**src/rtl/rv32i_pkg.sv**
```systemverilog
// Shared rv32i types: the machine word, cache line geometry defaults and the
// memory arbiter state encoding.
package rv32i_pkg;

    typedef logic [31:0] rv32i_word;

    localparam int LINE_BITS_DEFAULT = 256;
    localparam int BEAT_BITS_DEFAULT = 64;
    localparam int LINE_OFFSET_BITS  = 5;

    typedef enum logic [2:0] {
        IDLE,
        I_RD,
        D_RD,
        D_WR,
        DONE
    } arb_state_t;

endpackage

```
**src/rtl/mem_arbiter_line_buffer.sv**
```systemverilog
// Line assembler/serializer: collects read beats into a full cache line and
// presents the beat selected by the burst counter for write bursts.
module line_buffer
    import rv32i_pkg::*;
#(
    parameter int LINE_BITS = LINE_BITS_DEFAULT,
    parameter int BEAT_BITS = BEAT_BITS_DEFAULT,
    localparam int BEATS    = LINE_BITS / BEAT_BITS,
    localparam int IDX_BITS = $clog2(BEATS)
) (
    input  logic                 clk,
    input  logic                 rst,
    input  logic                 i_load,
    input  logic [LINE_BITS-1:0] i_loadLine,
    input  logic                 i_capture,
    input  logic [IDX_BITS-1:0]  i_index,
    input  logic [BEAT_BITS-1:0] i_beat,
    output logic [LINE_BITS-1:0] o_line,
    output logic [BEAT_BITS-1:0] o_beat
);

    logic [LINE_BITS-1:0] r_line;

    // A write grant loads the whole line; read beats overwrite one slot each.
    always_ff @(posedge clk or negedge rst) begin
        if (!rst) begin
            r_line <= '0;
        end else if (i_load) begin
            r_line <= i_loadLine;
        end else if (i_capture) begin
            r_line[int'(i_index)*BEAT_BITS +: BEAT_BITS] <= i_beat;
        end
    end

    assign o_line = r_line;
    assign o_beat = r_line[int'(i_index)*BEAT_BITS +: BEAT_BITS];

endmodule

```
**src/rtl/mem_arbiter.sv**
```systemverilog
// Round-robin arbiter between the instruction and data caches for a single
// burst-oriented physical memory port.
module mem_arbiter
    import rv32i_pkg::*;
#(
    parameter int LINE_BITS = LINE_BITS_DEFAULT,
    parameter int BEAT_BITS = BEAT_BITS_DEFAULT
) (
    input  logic                 clk,
    input  logic                 rst,

    input  logic                 i_read,
    input  logic [31:0]          i_addr,
    output logic [LINE_BITS-1:0] i_rdata,
    output logic                 i_resp,

    input  logic                 d_read,
    input  logic                 d_write,
    input  logic [31:0]          d_addr,
    input  logic [LINE_BITS-1:0] d_wdata,
    output logic [LINE_BITS-1:0] d_rdata,
    output logic                 d_resp,

    output logic                 pmem_read,
    output logic                 pmem_write,
    output logic [31:0]          pmem_addr,
    output logic [BEAT_BITS-1:0] pmem_wdata,
    input  logic [BEAT_BITS-1:0] pmem_rdata,
    input  logic                 pmem_resp
);

    localparam int BEATS    = LINE_BITS / BEAT_BITS;
    localparam int IDX_BITS = $clog2(BEATS);
    localparam logic [IDX_BITS-1:0] LAST_BEAT = IDX_BITS'(BEATS - 1);

    arb_state_t            r_state;
    logic [IDX_BITS-1:0]   r_count;
    logic                  r_prioInstr;
    rv32i_word             r_addr;

    logic                  w_dataReq;
    logic                  w_grantInstr;
    logic                  w_grantData;
    logic                  w_readBurst;
    logic [LINE_BITS-1:0]  w_line;
    logic [BEAT_BITS-1:0]  w_beat;

    assign w_dataReq = d_read | d_write;

    always_comb begin
        w_grantInstr = 1'b0;
        w_grantData  = 1'b0;
        if (r_state == IDLE) begin
            if (i_read && w_dataReq) begin
                w_grantInstr = r_prioInstr;
                w_grantData  = ~r_prioInstr;
            end else begin
                w_grantInstr = i_read;
                w_grantData  = w_dataReq;
            end
        end
    end

    // r_prioInstr doubles as a record of who was served: it is cleared on an
    // instruction grant and set on a data grant.
    always_ff @(posedge clk or negedge rst) begin
        if (!rst) begin
            r_state     <= IDLE;
            r_count     <= '0;
            r_prioInstr <= 1'b1;
            r_addr      <= '0;
        end else begin
            case (r_state)
                IDLE: begin
                    r_count <= '0;
                    if (w_grantInstr) begin
                        r_state     <= I_RD;
                        r_addr      <= {i_addr[31:LINE_OFFSET_BITS], LINE_OFFSET_BITS'(0)};
                        r_prioInstr <= 1'b0;
                    end else if (w_grantData) begin
                        r_state     <= d_write ? D_WR : D_RD;
                        r_addr      <= {d_addr[31:LINE_OFFSET_BITS], LINE_OFFSET_BITS'(0)};
                        r_prioInstr <= 1'b1;
                    end
                end
                I_RD, D_RD, D_WR: begin
                    if (pmem_resp) begin
                        r_count <= r_count + 1'b1;
                        if (r_count == LAST_BEAT) begin
                            r_state <= DONE;
                        end
                    end
                end
                DONE: begin
                    r_state <= IDLE;
                end
                default: begin
                    r_state <= IDLE;
                end
            endcase
        end
    end

    assign w_readBurst = (r_state == I_RD) || (r_state == D_RD);

    line_buffer #(
        .LINE_BITS (LINE_BITS),
        .BEAT_BITS (BEAT_BITS)
    ) u_lineBuffer (
        .clk        (clk),
        .rst        (rst),
        .i_load     (w_grantData & d_write),
        .i_loadLine (d_wdata),
        .i_capture  (w_readBurst & pmem_resp),
        .i_index    (r_count),
        .i_beat     (pmem_rdata),
        .o_line     (w_line),
        .o_beat     (w_beat)
    );

    assign pmem_read  = w_readBurst;
    assign pmem_write = (r_state == D_WR);
    assign pmem_addr  = r_addr;
    assign pmem_wdata = w_beat;
    assign i_resp     = (r_state == DONE) && !r_prioInstr;
    assign d_resp     = (r_state == DONE) && r_prioInstr;
    assign i_rdata    = w_line;
    assign d_rdata    = w_line;

endmodule

```
**config.mk**
```make
export PLATFORM = sky130hd
export DESIGN_NAME = mem_arbiter
export DESIGN_NICKNAME = d
export VERILOG_FILES = /design/src/rtl/rv32i_pkg.sv /design/src/rtl/mem_arbiter_line_buffer.sv /design/src/rtl/mem_arbiter.sv
export SDC_FILE = /design/constraint.sdc
export NUM_CORES = 1
export LEC_CHECK = 0
export CORE_AREA = 2 2 385 387
export CTS_CLUSTER_SIZE = 12
export DETAILED_ROUTE_END_ITERATION = 8
export DIE_AREA = 0 0 387 389
export DONT_BUFFER_PORTS = 1
export PLACE_DENSITY = 0.34
export SLEW_MARGIN = 20
export SYNTH_ARGS = -nofsm -noshare
export SYNTH_HDL_FRONTEND = slang
export SYNTH_HIERARCHICAL = 1
export SYNTH_SLANG_ARGS = --single-unit
```
**constraint.sdc**
```tcl
create_clock -name clk -period 3.17 [get_ports clk]
set_input_delay 0.317 -clock clk [delete_from_list [all_inputs] [get_ports clk]]
set_output_delay 0.317 -clock clk [all_outputs]
set_load 0.03 [all_outputs]
```
== After elaboration in Yosys (flattened, before gate mapping) ==
Cells that the tools add are included.
W data, S select, Z words.
Word-level totals
  bits in registers: 294
  bits of input ports: 390
  output and inout bits: 612
  word-level logic and storage cells: 54
Operators by class
  $add $sub $neg: 2
  equal/unequal tests: 8
  shift operators: 3
  mux-type cells: 19
  bitwise operators: 4
  reductions and logical operators: 13
Operator list (count)
  $mux W256: 2
  $bwmux W256: 1
  $shift A64 B33 Y256 const A: 1
  $shiftx A256 B9 Y64: 1
  $shiftx A64 B33 Y256: 1
  $mux W32: 2
  $neg A8 Y33: 1
  $mux W3: 4
  $mux W1: 7
  $eq A3 B2 Y1 const B: 2
  $pmux W3 S2: 1
  $reduce_bool A2 Y1: 3
  $ne A2 B2 Y1 const B: 2
  $pmux W2 S2: 1
  $reduce_and A2 Y1: 2
  $eq A3 B1 Y1 const B: 1
  $eq A3 B3 Y1 const B: 1
  $logic_and A1 B1 Y1: 3
  $logic_not A3 Y1: 1
  $ne A3 B3 Y1 const B: 1
  $reduce_and A3 Y1: 1
  $reduce_or A3 Y1: 1
  $add A2 B1 Y2 const B: 1
  $and A1 B1 Y1: 2
  6 further kinds: 6

== Longest topological paths before layout ==
  depth after elaboration: 7
  depth in mapped cells: 9
  gate-level depth less buffers: 6

== Hierarchy ==
Netlist, hierarchy kept.
Modules (own cells, without submodules)
  line_buffer: instances 1, cells an instance 946, area an instance 12826.1 um^2
  mem_arbiter: instances 1, cells an instance 414, area an instance 3872.5 um^2

== Worst setup path before layout ==
No wires, ideal clock.
  kind: register -> register
  from: register r_count[1]
  to: register u_lineBuffer.r_line[10], in the netlist u_lineBuffer/o_line[10]
  setup time: 0.064 ns
  arrival: 2.219 ns
  required time: 3.106 ns
  slack: 0.887 ns
  stages on the path, launching flop included: 10
  period minus slack after synthesis: 2.283 ns
  path through: dfrtp_1 -> buf_2 -> buf_1 -> inv_1 -> ha_1 -> nand4bb_1 -> nor3b_1 -> buf_2 -> buf_6 -> a21o_1
Between the ends
  word-level cells in the longest chain between the ends: 5
RTL lines
  start: declaration: line mem_arbiter.sv:37  | logic [IDX_BITS-1:0] r_count;
  start signal: assignment: line mem_arbiter.sv:88  | r_count <= r_count + 1'b1;
  $neg A8 Y33 (*): line mem_arbiter_line_buffer.sv:31  | r_line[int'(i_index)*BEAT_BITS +: BEAT_BITS] <= i_beat;
  $shiftx A64 B33 Y256 or $shift A64 B33 Y256 (tied branches): line mem_arbiter_line_buffer.sv:31
  $bwmux W256 (*): line mem_arbiter_line_buffer.sv:31
  $mux W256 (*): line mem_arbiter_line_buffer.sv:30  | end else if (i_capture) begin
  $mux W256 (*): line mem_arbiter_line_buffer.sv:28  | end else if (i_load) begin
  end signal: assignment: line mem_arbiter_line_buffer.sv:29  | r_line <= i_loadLine;
  end signal: indexed assignment: line mem_arbiter_line_buffer.sv:31
  end: declaration: line mem_arbiter_line_buffer.sv:22  | logic [LINE_BITS-1:0] r_line;
Every way passes the cells marked *; elsewhere a longest branch is shown, timed or not. The select of a mux whose other input is x is not followed.
A chain may end at the register's enable or synchronous reset.

== Worst setup path after layout ==
  from: register r_prioInstr
  to: register u_lineBuffer.r_line[226], in the netlist u_lineBuffer/o_line[226]
Between the ends
  word-level cells in the longest chain between the ends: 5
RTL lines
  start: declaration: line mem_arbiter.sv:38  | logic r_prioInstr;
  start signal: assignment: line mem_arbiter.sv:70  | r_prioInstr <= 1'b1;
  start signal: assignment: line mem_arbiter.sv:79  | r_prioInstr <= 1'b0;
  start signal: assignment: line mem_arbiter.sv:83  | r_prioInstr <= 1'b1;
  $not A1 Y1 (*): line mem_arbiter.sv:56  | w_grantData = ~r_prioInstr;
  $mux W1 (*): line mem_arbiter.sv:54  | if (i_read && w_dataReq) begin
  $mux W1 (*): line mem_arbiter.sv:53  | if (r_state == IDLE) begin
  $and A1 B1 Y1 (*): line mem_arbiter.sv:112  | .i_load (w_grantData & d_write),
  $mux W256 or $reduce_bool A2 Y1 (tied branches)
Every way passes the cells marked *; elsewhere a longest branch is shown, timed or not.

==> results.sh <==
export IMPL_outcome="finished with violations"
export IMPL_violations="hold timing"
export IMPL_drt_pass1_iterations=5
export IMPL_grt_max_degree=290
export IMPL_met2_length_microns=46300
export IMPL_synth_seq_cells=289
export IMPL_syn_area_per_cell_sq_um=12.3
export IMPL_cts_buffers=39
export IMPL_cp_max_fo=34
export IMPL_areaGrowthSynthToFinish_pct=33.3
export IMPL_cap_viol_max_count=0
export IMPL_timing_rr_end="u_lineBuffer/o_line[226]$_DFFE_PN0P_"
export IMPL_nNetsFinal=1873
export IMPL_maxUsedRoutingLayer="met5"
export IMPL_gp_congestion=0.893
export IMPL_end_kind="flip-flop"
export IMPL_tightest_slew_ps=1090
export IMPL_clk_latency_ps=600
export IMPL_pre_cts_slack_ps=451
export IMPL_cpPeakStageDelay_ps=540
export IMPL_cts_tree="yes"
export IMPL_clkTransAtPathRegs_ps=60
export IMPL_die_area_sq_um=151000
export IMPL_totalWireLength_microns=102000
export IMPL_cts_buffer_depth=3
export IMPL_period_needed_ps=3000
export IMPL_clock_sinks=289
export IMPL_antenna_found_initial=38
export IMPL_place_port_buffers=0
export IMPL_wl_per_cell_microns=29.7
export IMPL_grt_pass1_wl_microns=132000
export IMPL_io_pins=1002
export IMPL_max_slew_margin_pct=27.3
export IMPL_met3_length_microns=11200
export IMPL_drcViolationCount=0
export IMPL_drt_iter0_drc=1157
export IMPL_setup_violations_final=0
export IMPL_critPathBufInv=3
export IMPL_max_freq_mhz=334
export IMPL_maxSlewViolCount=0
export IMPL_root_buffer="clkbuf_16"
export IMPL_multi_input_area_sq_um=6880
export IMPL_met1Wirelength_microns=40600
export IMPL_totalPowerFinal_mw=28.2
export IMPL_ys_types=39
export IMPL_cp_arrival_ps=3450
export IMPL_nFillCells=16300
export IMPL_ir_drop_v=0.000483
export IMPL_skew_ps=35.1
export IMPL_vias=13400
export IMPL_cp_slowest_cell="dlygate4sd3_1"
export IMPL_r2r_setup_slack_ps=170
export IMPL_initial_core_util_pct=11.4
export IMPL_seqCellArea_sq_um=7240
export IMPL_path_class="reg -> reg"
export IMPL_grt_usage_pct=12.7
export IMPL_dp_hpwl_microns=74500
export IMPL_whs_ps=-577
export IMPL_final_hold_violation_count=289
export IMPL_power_leakage_nw=10.8
export IMPL_fin_crit_sh_pct=94.6
export IMPL_worstReg2RegStart="r_prioInstr$_DFFE_PN1P_"
export IMPL_path_cells="a2bb2oi_1 -> and3_4 -> buf_6 -> a21oi_4 -> buf_4 -> a22o_1 -> a21o_1 -> dlygate4sd3_1"
export IMPL_drive_gt1_share_pct=15.0
export IMPL_die_h_microns=389
export IMPL_fp_dieW_microns=387
export IMPL_cts_hold_buffers_added=374
export IMPL_grt_overflow_total=0
export IMPL_crit_required_ps=3620
export IMPL_synthCells=1360
export IMPL_yosysWarningCount=6
export IMPL_hp_class="in -> async"
export IMPL_rows=141
export IMPL_path_delay_family="buffers and inverters"
export IMPL_r2r_cells=8
export IMPL_coreArea_sq_um=147000
export IMPL_powerDensity_nw_per_um2=1270
export IMPL_ys_seq_area_share_pct=43.3
export IMPL_grt_pass1_vias=14100
export IMPL_worst_slack_ps=172
export IMPL_via_per_inst=3.89
export IMPL_cp_start_kind="flip-flop"
export IMPL_cts_htree_levels=2
export IMPL_synth_area_sq_um=16700
export IMPL_ant_nets=0
[worst max path at each step]
stage,slack (ps),cells after the start,endpoint,start
after global routing,-2,9,u_lineBuffer/o_line[151]$_DFFE_PN0P_,r_state[0]$_DFFE_PN0P_
after CTS,30,8,u_lineBuffer/o_line[237]$_DFFE_PN0P_,r_prioInstr$_DFFE_PN1P_
after global placement,260,7,u_lineBuffer/o_line[14]$_DFFE_PN0P_,r_state[0]$_DFFE_PN0P_
after floorplan,890,9,u_lineBuffer/o_line[10]$_DFFE_PN0P_,r_count[1]$_DFFE_PN0P_
after detailed placement,450,8,u_lineBuffer/o_line[188]$_DFFE_PN0P_,r_state[0]$_DFFE_PN0P_
final,170,8,u_lineBuffer/o_line[226]$_DFFE_PN0P_,r_prioInstr$_DFFE_PN1P_
[area by class of cell]
| class | count | share of cell area, % |
|---|---|---|
| Multi-Input combinational cell | 704 | 30.9 |
| Clock buffer | 57 | 5.14 |
| Clock inverter | 11 | 0.394 |
| Antenna cell | 11 | 0.124 |
| Timing Repair Buffer | 440 | 20.0 |
| Sequential cell | 289 | 32.5 |
| Tap cell | 1930 | 10.9 |
| Inverter | 3 | 0.0506 |
[flip-flops by register name, summed over array words and instances (netlist names)]
register,count
r_state,3
u_lineBuffer/o_line,256
r_prioInstr,1
pmem_addr,27
r_count,2
[cells in the mapped netlist, drive strengths merged]
| cell type | n | area (sq um) |
|---|---|---|
| buf | 338 | 2540 |
| dfrtp | 288 | 7210 |
| a22o | 258 | 2260 |
| a21o | 257 | 1930 |
| mux4 | 64 | 1440 |
| clkbuf | 30 | 113 |
| a2bb2oi | 28 | 370 |
| mux2i | 27 | 270 |
| nand2b | 18 | 113 |
| or2b | 9 | 67.6 |
| ha | 6 | 75.1 |
| a21oi | 4 | 42.6 |
| nor2 | 4 | 22.5 |
| nor3b | 4 | 35.0 |
| and3 | 3 | 18.8 |
| inv | 3 | 11.3 |
| nand2 | 3 | 11.3 |
| and2 | 2 | 12.5 |
| nand4bb | 2 | 38.8 |
| a22oi | 1 | 7.51 |
| a32o | 1 | 10.0 |
| and4 | 1 | 8.76 |
| conb | 1 | 3.75 |
| dfstp | 1 | 26.3 |
| mux2 | 1 | 11.3 |
| nor3 | 1 | 16.3 |
| nor4 | 1 | 6.26 |
| o21a | 1 | 7.51 |
| o21ai | 1 | 5.00 |
| o2bb2ai | 1 | 8.76 |
| xnor2 | 1 | 8.76 |
[cell usage in the layout, fill, tap and decap left out, drive strengths merged, types with 2 or more instances in the layout]
cell / n
dlygate4sd3: 374
dfrtp: 288
a22o: 258
a21o: 257
mux4: 64
buf: 64
clkbuf: 59
a2bb2oi: 28
mux2i: 27
nand2b: 18
diode: 11
or2b: 9
ha: 6
inv: 6
conb: 5
clkinvlp: 4
a21oi: 4
nor2: 4
clkinv: 4
nor3b: 4
nand2: 3
and3: 3
and2: 2
nand4bb: 2
[timing repair]
item | CTS | global route
endpoints found under the setup margin | 0 | 19
hold endpoints to repair | 576 | 289
resized for setup | 0 | 5
buffers inserted | 0 | 3
[per-stage QoR]
step | hold slack [ps] | std cells | TNS (ps) | utilization [%] | instance area (sq um)
final | -577 | 3445 | 0 | 15.2 | 22300
after global routing | -641 | 3438 | -1.74 | 15.2 | 22200
after CTS | -660 | 3428 | 0 | 15.1 | 22100
after detailed placement | 29.8 | 2986 | 0 | 11.7 | 17200
after global placement | 29.6 | 2984 | 0 | 11.7 | 17100
after floorplan | 21.4 | 1364 | 0 | - | 16700
[layer usage]
layer  vias up  GRT usage, %
met1      7072          15.1
met3       180          5.61
met4        14          4.84
met5         -         0.542
met2      1026          20.0
li1       5111             -
[cell families (layout without fill, tap and decap cells)]
logic type / after synthesis / count (layout) / share of synthesized area (%)
flops: 289 / 289 / 43.3
other cells: 1 / 16 / 0.0225
mux: 92 / 92 / 10.3
xor+xnor: 1 / 1 / 0.0525
buf+inv: 371 / 511 / 16.0
fa+ha+maj: 6 / 6 / 0.450
simple gates: 48 / 48 / 2.10
compound gates: 552 / 552 / 27.8
[power breakdown]
part	internal, mW	switching, mW
Clock	2.51	1.92
Sequential	5.06	7.58
Combinational	4.59	6.50
Power figures use the tool's default switching activity.
